==> src/rtl/seg7_scan_decoder.sv <==
// Multiplexed 7-seg receive path: filters stable scans, decodes each digit, hands out whole frames.
// Latency: frame_valid rises 2 cycles after the last capturing sample; backpressure holds the frame, later scans dropped.
// SEG7_HEX_EN: when defined, also decodes hex glyphs A..F.
module seg7_scan_decoder #(
    parameter int NDIG   = 8,
    parameter int STABLE = 2
) (
    input  logic                clk,
    input  logic                rst,
    input  logic                sample_en,
    input  logic [NDIG-1:0]     an,
    input  logic [6:0]          seg,
    output logic                frame_valid,
    input  logic                frame_ready,
    output logic [4*NDIG-1:0]   frame_digits,
    output logic [NDIG-1:0]     frame_blank,
    output logic [NDIG-1:0]     frame_err
);

    typedef enum logic {COLLECT, PEND} state_t;

    localparam logic [3:0] STABLE_C = 4'(STABLE);

    state_t              state, state_next;
    logic [3:0]          count, count_next;
    logic [NDIG-1:0]     prev_an;
    logic [6:0]          prev_seg;
    logic [NDIG-1:0]     mask;
    logic [4*NDIG-1:0]   sh_digits;
    logic [NDIG-1:0]     sh_blank, sh_err;

    logic [3:0]          dec_val;
    logic                dec_blank, dec_err;
    logic [NDIG-1:0]     an_low;
    logic                one_cold, same_run;
    logic                capture, load, take_sample;

    assign an_low   = ~an;
    assign one_cold = (an_low != '0) && ((an_low & (an_low - NDIG'(1))) == '0);
    assign same_run = (an == prev_an) && (seg == prev_seg);

    always_comb begin
        dec_val   = 4'hF;
        dec_blank = 1'b0;
        dec_err   = 1'b0;
        case (seg)
            7'b0000001: dec_val = 4'h0;
            7'b1001111: dec_val = 4'h1;
            7'b0010010: dec_val = 4'h2;
            7'b0000110: dec_val = 4'h3;
            7'b1001100: dec_val = 4'h4;
            7'b0100100: dec_val = 4'h5;
            7'b0100000: dec_val = 4'h6;
            7'b0001111: dec_val = 4'h7;
            7'b0000000: dec_val = 4'h8;
            7'b0000100: dec_val = 4'h9;
            7'b1111111: begin
                dec_val   = 4'h0;
                dec_blank = 1'b1;
            end
`ifdef SEG7_HEX_EN
            7'b0001000: dec_val = 4'hA;
            7'b1100000: dec_val = 4'hB;
            7'b0110001: dec_val = 4'hC;
            7'b1000010: dec_val = 4'hD;
            7'b0110000: dec_val = 4'hE;
            7'b0111000: dec_val = 4'hF;
`endif
            default:    dec_err = 1'b1;
        endcase
    end

    // Capture fires only on the sample where the run length first hits STABLE.
    always_comb begin
        state_next  = state;
        count_next  = count;
        capture     = 1'b0;
        load        = 1'b0;
        take_sample = 1'b0;
        case (state)
            COLLECT: begin
                if (sample_en) begin
                    if (!one_cold) begin
                        count_next = 4'd0;
                    end else if (same_run) begin
                        take_sample = 1'b1;
                        count_next  = (count == 4'd15) ? count : count + 4'd1;
                        capture     = (count != 4'd15) && ((count + 4'd1) == STABLE_C);
                    end else begin
                        take_sample = 1'b1;
                        count_next  = 4'd1;
                        capture     = (STABLE_C == 4'd1);
                    end
                end
                if (&mask) begin
                    state_next = PEND;
                end
            end
            PEND: begin
                count_next = 4'd0;
                if (!frame_valid || frame_ready) begin
                    load       = 1'b1;
                    state_next = COLLECT;
                end
            end
            default: begin
                state_next = COLLECT;
                count_next = 4'd0;
            end
        endcase
    end

    always_ff @(posedge clk) begin
        if (rst) begin
            state    <= COLLECT;
            count    <= 4'd0;
            prev_an  <= '1;
            prev_seg <= '1;
            mask     <= '0;
        end else begin
            state <= state_next;
            count <= count_next;
            if (take_sample) begin
                prev_an  <= an;
                prev_seg <= seg;
            end
            if (load) begin
                mask <= '0;
            end else if (capture) begin
                mask <= mask | an_low;
            end
        end
    end

    always_ff @(posedge clk) begin
        if (rst) begin
            sh_digits <= '0;
            sh_blank  <= '0;
            sh_err    <= '0;
        end else if (capture) begin
            for (int k = 0; k < NDIG; k++) begin
                if (!an[k]) begin
                    sh_digits[4*k +: 4] <= dec_val;
                    sh_blank[k]         <= dec_blank;
                    sh_err[k]           <= dec_err;
                end
            end
        end
    end

    // A load coinciding with an accept keeps frame_valid high for the new frame.
    always_ff @(posedge clk) begin
        if (rst) begin
            frame_valid  <= 1'b0;
            frame_digits <= '0;
            frame_blank  <= '0;
            frame_err    <= '0;
        end else if (load) begin
            frame_valid  <= 1'b1;
            frame_digits <= sh_digits;
            frame_blank  <= sh_blank;
            frame_err    <= sh_err;
        end else if (frame_valid && frame_ready) begin
            frame_valid <= 1'b0;
        end
    end

endmodule

==> config.mk <==
export PLATFORM = sky130hd
export DESIGN_NAME = seg7_scan_decoder
export DESIGN_NICKNAME = d
export VERILOG_FILES = /design/src/rtl/seg7_scan_decoder.sv
export SDC_FILE = /design/constraint.sdc
export NUM_CORES = 1
export LEC_CHECK = 0
export ABC_AREA = 1
export BUFFER_PORTS_ARGS = -buffer_cell sky130_fd_sc_hd__buf_2
export CORE_ASPECT_RATIO = 0.7
export CORE_MARGIN = 3
export CORE_UTILIZATION = 58
export DETAILED_ROUTE_END_ITERATION = 10
export PLACE_DENSITY = 0.8
export SLEW_MARGIN = 30
export SYNTH_ARGS = -nofsm -noshare
export SYNTH_HDL_FRONTEND = slang
export SYNTH_SLANG_ARGS = --single-unit
export TNS_END_PERCENT = 5
==> constraint.sdc <==
create_clock -name clk -period 2.7 [get_ports clk]
set_clock_uncertainty 0.1 [all_clocks]
set_input_delay 0.135 -clock clk [delete_from_list [all_inputs] [get_ports clk]]
set_output_delay 0.135 -clock clk [all_outputs]
set_load 0.05 [all_outputs]
### Word-level counts from Yosys, hierarchy flattened

Index checks and enable logic that the tools add are counted.
W data, S select, Z words.

| cells by class | value |
|---|---|
| add/sub/neg operators | 2 |
| equal/unequal tests | 17 |
| muxes and demuxes | 22 |
| bitwise logic cells | 12 |
| reduce and logical (&&, ||, !) cells | 23 |

Operators by type and width:

| operator | count |
|---|---|
| $pmux W4 S10 | 1 |
| $eq A7 B7 Y1 const B | 3 |
| $reduce_and A2 Y1 | 9 |
| $mux W4 | 4 |
| $mux W1 | 15 |
| $eq A7 B3 Y1 const B | 2 |
| $eq A7 B6 Y1 const B | 2 |
| $reduce_or A11 Y1 | 1 |
| $not A1 Y1 | 9 |
| $and A8 B8 Y8 | 1 |
| $eq A8 B8 Y1 | 1 |
| $logic_not A8 Y1 | 1 |
| $ne A4 B4 Y1 const B | 2 |
| $not A8 Y8 | 1 |
| $or A8 B8 Y8 | 1 |
| $pmux W4 S2 | 1 |
| $reduce_and A8 Y1 | 1 |
| $reduce_bool A8 Y1 | 1 |
| $sub A8 B1 Y8 const B | 1 |
| $eq A7 B1 Y1 const B | 1 |
| $eq A7 B4 Y1 const B | 1 |
| $eq A7 B5 Y1 const B | 1 |
| $eq A7 B7 Y1 | 1 |
| $logic_not A7 Y1 | 1 |
| 10 further kinds | 14 |

| word-level totals | value |
|---|---|
| flip-flop bits (word level) | 125 |
| output and inout port bits | 49 |

### Longest topological paths before layout

| logic depth | value |
|---|---|
| word-level depth | 9 |
| gate-level depth with buffers | 15 |

### Worst setup path after synthesis

No wires, ideal clock.

| path | value |
|---|---|
| kind | flip-flop to flip-flop |
| from | reg count[0] |
| to | reg sh_digits[18] |
| setup time | 115 ps |
| arrival time | 1703 ps |
| required time | 2485 ps |
| path slack | 781 ps |
| stages on the path, launching flop included | 10 |
| buffers on the path | 2 |
| period minus slack after synthesis | 1919 ps |
| cell sequence | dfxtp_1 -> ha_1 -> nand3_1 -> nand2_1 -> nor4_1 -> buf_2 -> nand3_1 -> buf_2 -> nor2_1 -> nor2_1 |

| between the ends | value |
|---|---|
| word-level cells in the longest chain between the ends | 8 |
| elaborated cells on any way between the ends | 9 |
| classes of those cells | add/sub (1); eq/ne (2); mux (4); reduce/logical (2) |

RTL lines:

| element | RTL line | text |
|---|---|---|
| start, declared | 25 | `logic [3:0] count, count_next;` |
| start signal, assigned | 122 | `count <= count_next;` |
| $add A4 B1 Y4 | 88 | `capture = (count != 4'd15) && ((count + 4'd1) == STABLE_C);` |
| $eq A4 B2 Y1 | 88 |  |
| $logic_and A1 B1 Y1 (*) | 88 |  |
| $mux W1 (*) | 85 | `end else if (same_run) begin` |
| $mux W1 (*) | 83 | `if (!one_cold) begin` |
| $mux W1 (*) | 82 | `if (sample_en) begin` |
| $mux W1 (*) | 80 | `case (state)` |
| $reduce_and A2 Y1 (no line) (*) | n/a |  |
| end signal, assigned by index | 143 | `sh_digits[4*k +: 4] <= dec_val;` |
| end, declared | 29 | `logic [4*NDIG-1:0] sh_digits;` |

Every way passes the cells marked *; elsewhere a longest branch is shown, timed or not.
A chain may end at the register's enable or synchronous reset.

### Final worst setup path

| path | value |
|---|---|
| from | in seg[0] |
| to | reg sh_digits[27] |

| between the ends | value |
|---|---|
| word-level cells in the longest chain between the ends | 7 |
| elaborated cells on any way between the ends | 20 |
| classes of those cells | eq/ne (11); mux (5); reduce/logical (4) |

RTL lines:

| element | RTL line | text |
|---|---|---|
| start, declared | 12 | `input logic [6:0] seg,` |
| $eq A7 B7 Y1 | 40 | `assign same_run = (an == prev_an) && (seg == prev_seg);` |
| $logic_and A1 B1 Y1 | 40 |  |
| $mux W1 | 85 |  |
| $mux W1 | 83 |  |
| $mux W1 | 82 |  |
| $mux W1 | 80 |  |
| $reduce_and A2 Y1 (no line) | n/a |  |

Several ways; a longest one is shown, not always the timed one.

==> flow_summary_export.csv <==
group,metric,value,unit
global_route,grt_pass1_wl,22.5,mm
die,fp-row-count,28,
critical_path,r2r_slack,0.31,ns
detailed_routing,via_per_inst,5.21,
synthesis,syn_nets,814,
global_route,antenna_found_initial,0,
power,power.leakage,0.00335,uW
clock_network,cts_tree,"done",
global_route,grt_max_degree,51,
critical_path,cp.required,2.91,ns
synthesis,synth_edf_count,0,
timing,slew_violations,0,
critical_path,r2r-start,"prev_an[5]",
global_route,grt_use_total,26.8,%
synthesis,synth-seq-cells,125,
synthesis,ys_seq_area_share,46.2,%
hold_path,min_to,"prev_an[6]",
die,dieArea,10500,um^2
synthesis,syn_area,5410,um^2
detailed_routing,vias,5150,
die,die_y,86.8,um
clock_network,clk_latency,0.42,ns
power,vdd_drop_max,0.000460,V
final_layout,fin_nets,877,
timing,hold_viol_final,0,
synthesis,synth_cells,793,
timing,timing.final.setup_violations,0,
detailed_routing,drt_wl_total,13.3,mm
critical_path,cp.arrival,2.68,ns
detailed_routing,drc_errors,0,
critical_path,endpoint_kind,"flop",
critical_path,crit_type,"in -> reg",
timing,rsz0062_at_grt,"false",
critical_path,r2r_cells,11,
synthesis,yosysWarningCount,0,
die,fp.dieW,121,um
synthesis,synth.avg_cell_area,6.83,um^2
job,maxCapViolCount,0,
outcome,outcome,"finished, final reports clean",
critical_path,slowest_stage,"dlygate4sd3_1",
timing,fin_crit_sh,91.7,%
final_layout,drive_gt1_share,13.6,%
place,place_congestion,0.879,
hold_path,whs_path_depth,3,
die,io_pins,68,
clock_network,clk_pin_slew,0.05,ns
clock_network,cts.htree.levels,4,
clock_network,cts_sinks,125,
synthesis,synthFlopType,"dfxtp_1",
clock_network,post_cts.repair.setup_buffers,0,
detailed_routing,ant_nets,0,
place,placed_cells,952,
power,power_density,664,nW/um^2
final_layout,final_cell_area,6470,um^2
critical_path,crit_chain,"dlygate4sd3_1 -> buf_2 -> nor2_1 -> inv_1 -> nor3_1 -> nand2_1 -> nand2_1 -> nor2_1 -> nand2_1 -> nand2_1 -> nor2_1 -> nor2_1",
hold_path,hold_path_class,"in -> reg",
timing,period_minus_slack,2.47,ns
die,design.core.area,8760,um^2
final_layout,area_growth,19.5,%
timing,fmax,0.404,GHz
critical_path,critPathMaxStageDelay,0.53,ns
clock_network,cts_buffers,17,
critical_path,worstReg2RegEnd,"sh_digits[2]",
critical_path,path_max_fanout,11,
place,dp_hpwl,8.90,mm
detailed_routing,drt_iter0_markers,452,
synthesis,synth_cell_types,25,
global_route,grt_pass1_vias,4853,
critical_path,crit_buf_inv,3,
detailed_routing,route.detailed.wl_per_inst,13.5,um
timing,tightest_slew,0.687,ns
clock_network,clockBufferDepth,2,
clock_network,clockRootBuffer,"clkbuf_16",
hold_path,min_from,"an[6]",
die,start_util,61.8,%
critical_path,cp_top_family,"simple AND/OR/NAND/NOR gates",
timing,maxSlewHeadroom,54.1,%
critical_path,startpoint_type,"input port",
detailed_routing,firstDrtPassIters,5,
place,dpl_cell_area,5820,um^2
final_layout,antenna_cells,0,
timing,fin_tns_setup,0,ns
final_layout,finalNonFillerCells,988,
synthesis,async_reset_ff_share,0,%
place,io_buffers,67,
global_route,grt_overflow,0,
==> layout make-up <==
class | instances | area [um^2]
multi-input cells | 512 | 2310
clock buffers | 24 | 472
fillers | 683 | 2290
repair buffers | 83 | 480
inverters | 117 | 439
well taps | 120 | 150
clock inverters | 7 | 113
flip-flops and latches | 125 | 2500
==> how the worst max path moves through the flow <==
stage	endpoint	slack, ns	depth (start not counted)	start
floorplan	sh_digits[18]	0.78	9	count[0]
finish	sh_digits[27]	0.23	12	seg[0]
global route	sh_digits[19]	0.03	13	seg[0]
detailed placement	sh_digits[6]	0.37	12	prev_an[5]
global placement	sh_digits[5]	0.46	12	prev_an[5]
CTS	sh_digits[28]	0.21	12	seg[0]
==> metal layers <==
layer,track usage (%),wire [um]
met1,34.6,5850
met4,10.1,203
met5,0,0
met2,43.9,6240
met3,6.33,1020
==> synth_stat cells, types with 3 or more instances <==
| cell | number | area share (%) |
|---|---|---|
| nand4_1 | 18 | 2.1 |
| buf_2 | 11 | 1.0 |
| o21ai_0 | 48 | 4.4 |
| a21oi_1 | 63 | 5.8 |
| nand3_2 | 3 | 0.55 |
| nor4_1 | 3 | 0.35 |
| nand3_1 | 18 | 1.7 |
| nor3_1 | 6 | 0.55 |
| dfxtp_1 | 125 | 46 |
| inv_2 | 4 | 0.28 |
| clkbuf_1 | 24 | 1.7 |
| o211ai_1 | 15 | 2.1 |
| xnor2_1 | 7 | 1.1 |
| inv_1 | 113 | 7.8 |
| nor2_1 | 113 | 7.8 |
| nand2_1 | 211 | 15 |
==> cell usage in the layout, fill, tap and decap left out, drive strengths merged <==
cell type | netlist | routed
a211oi | 1 | 1
a21oi | 63 | 63
buf | 15 | 78
bufinv | 0 | 3
clkbuf | 24 | 24
clkinv | 0 | 3
clkinvlp | 0 | 1
dfxtp | 125 | 125
dlygate4sd3 | 0 | 5
ha | 2 | 2
inv | 117 | 117
nand2 | 211 | 211
nand3 | 21 | 21
nand3b | 1 | 1
nand4 | 18 | 18
nor2 | 114 | 114
nor3 | 6 | 6
nor4 | 3 | 3
o211ai | 15 | 15
o21ai | 49 | 49
xnor2 | 7 | 7
xor2 | 1 | 1
==> logic make-up after synthesis <==
family	after synthesis	synth area share [%]
fa+ha+maj	2	0.462
compound gates	128	12.6
xor+xnor	8	1.29
simple gates	374	28.0
flops	125	46.2
buf+inv	156	11.4
==> worst register-to-register path, stage by stage (launching register included) <==
cell and delay, ns:
dfxtp_1 0.37, inv_1 0.07, nand2_1 0.05, nand2_1 0.05, nor2_1 0.13, nand2_1 0.07
nor2_1 0.12, nand2_1 0.12, nor2_4 0.42, nand3_1 0.48, nor2_1 0.24, nor2_1 0.06
==> timing repair <==
| item | CTS | global route |
|---|---|---|
| endpoints found under the setup margin | 0 | 9 |
| resized for setup | 0 | 3 |
| hold endpoints to repair | 9 | 0 |
| hold buffers | 5 | 0 |
==> per-stage QoR <==
| stage | hold slack (ns) | utilization, % | power (uW) | worst slack, ns |
|---|---|---|---|---|
| final | 0.0173 | 73.9 | 4300 | 0.225 |
| after global routing | 0.0370 | 73.9 | 4420 | 0.0297 |
| after CTS | 0.00487 | 73.7 | 4310 | 0.212 |
| after detailed placement | 0.316 | 66.5 | 2050 | 0.371 |
| after global placement | 0.311 | 66.5 | 2040 | 0.458 |
| after floorplan | 0.104 | - | 1990 | 0.781 |
==> sequential cells by signal, summed over array words and instances, names as in the netlist <==
name and flops:
frame_blank 8, sh_digits 32, count 4, frame_err 8, prev_seg 7, frame_valid 1
sh_err 8, frame_digits 32, mask 8, sh_blank 8, state 1, prev_an 8
==> where the power goes <==
part	switching, uW	total [uW]	internal [uW]
clock network	792	2280	1490
registers	2.12	1850	1850
logic	116	167	50.3
(Power assumes the default switching activity.)
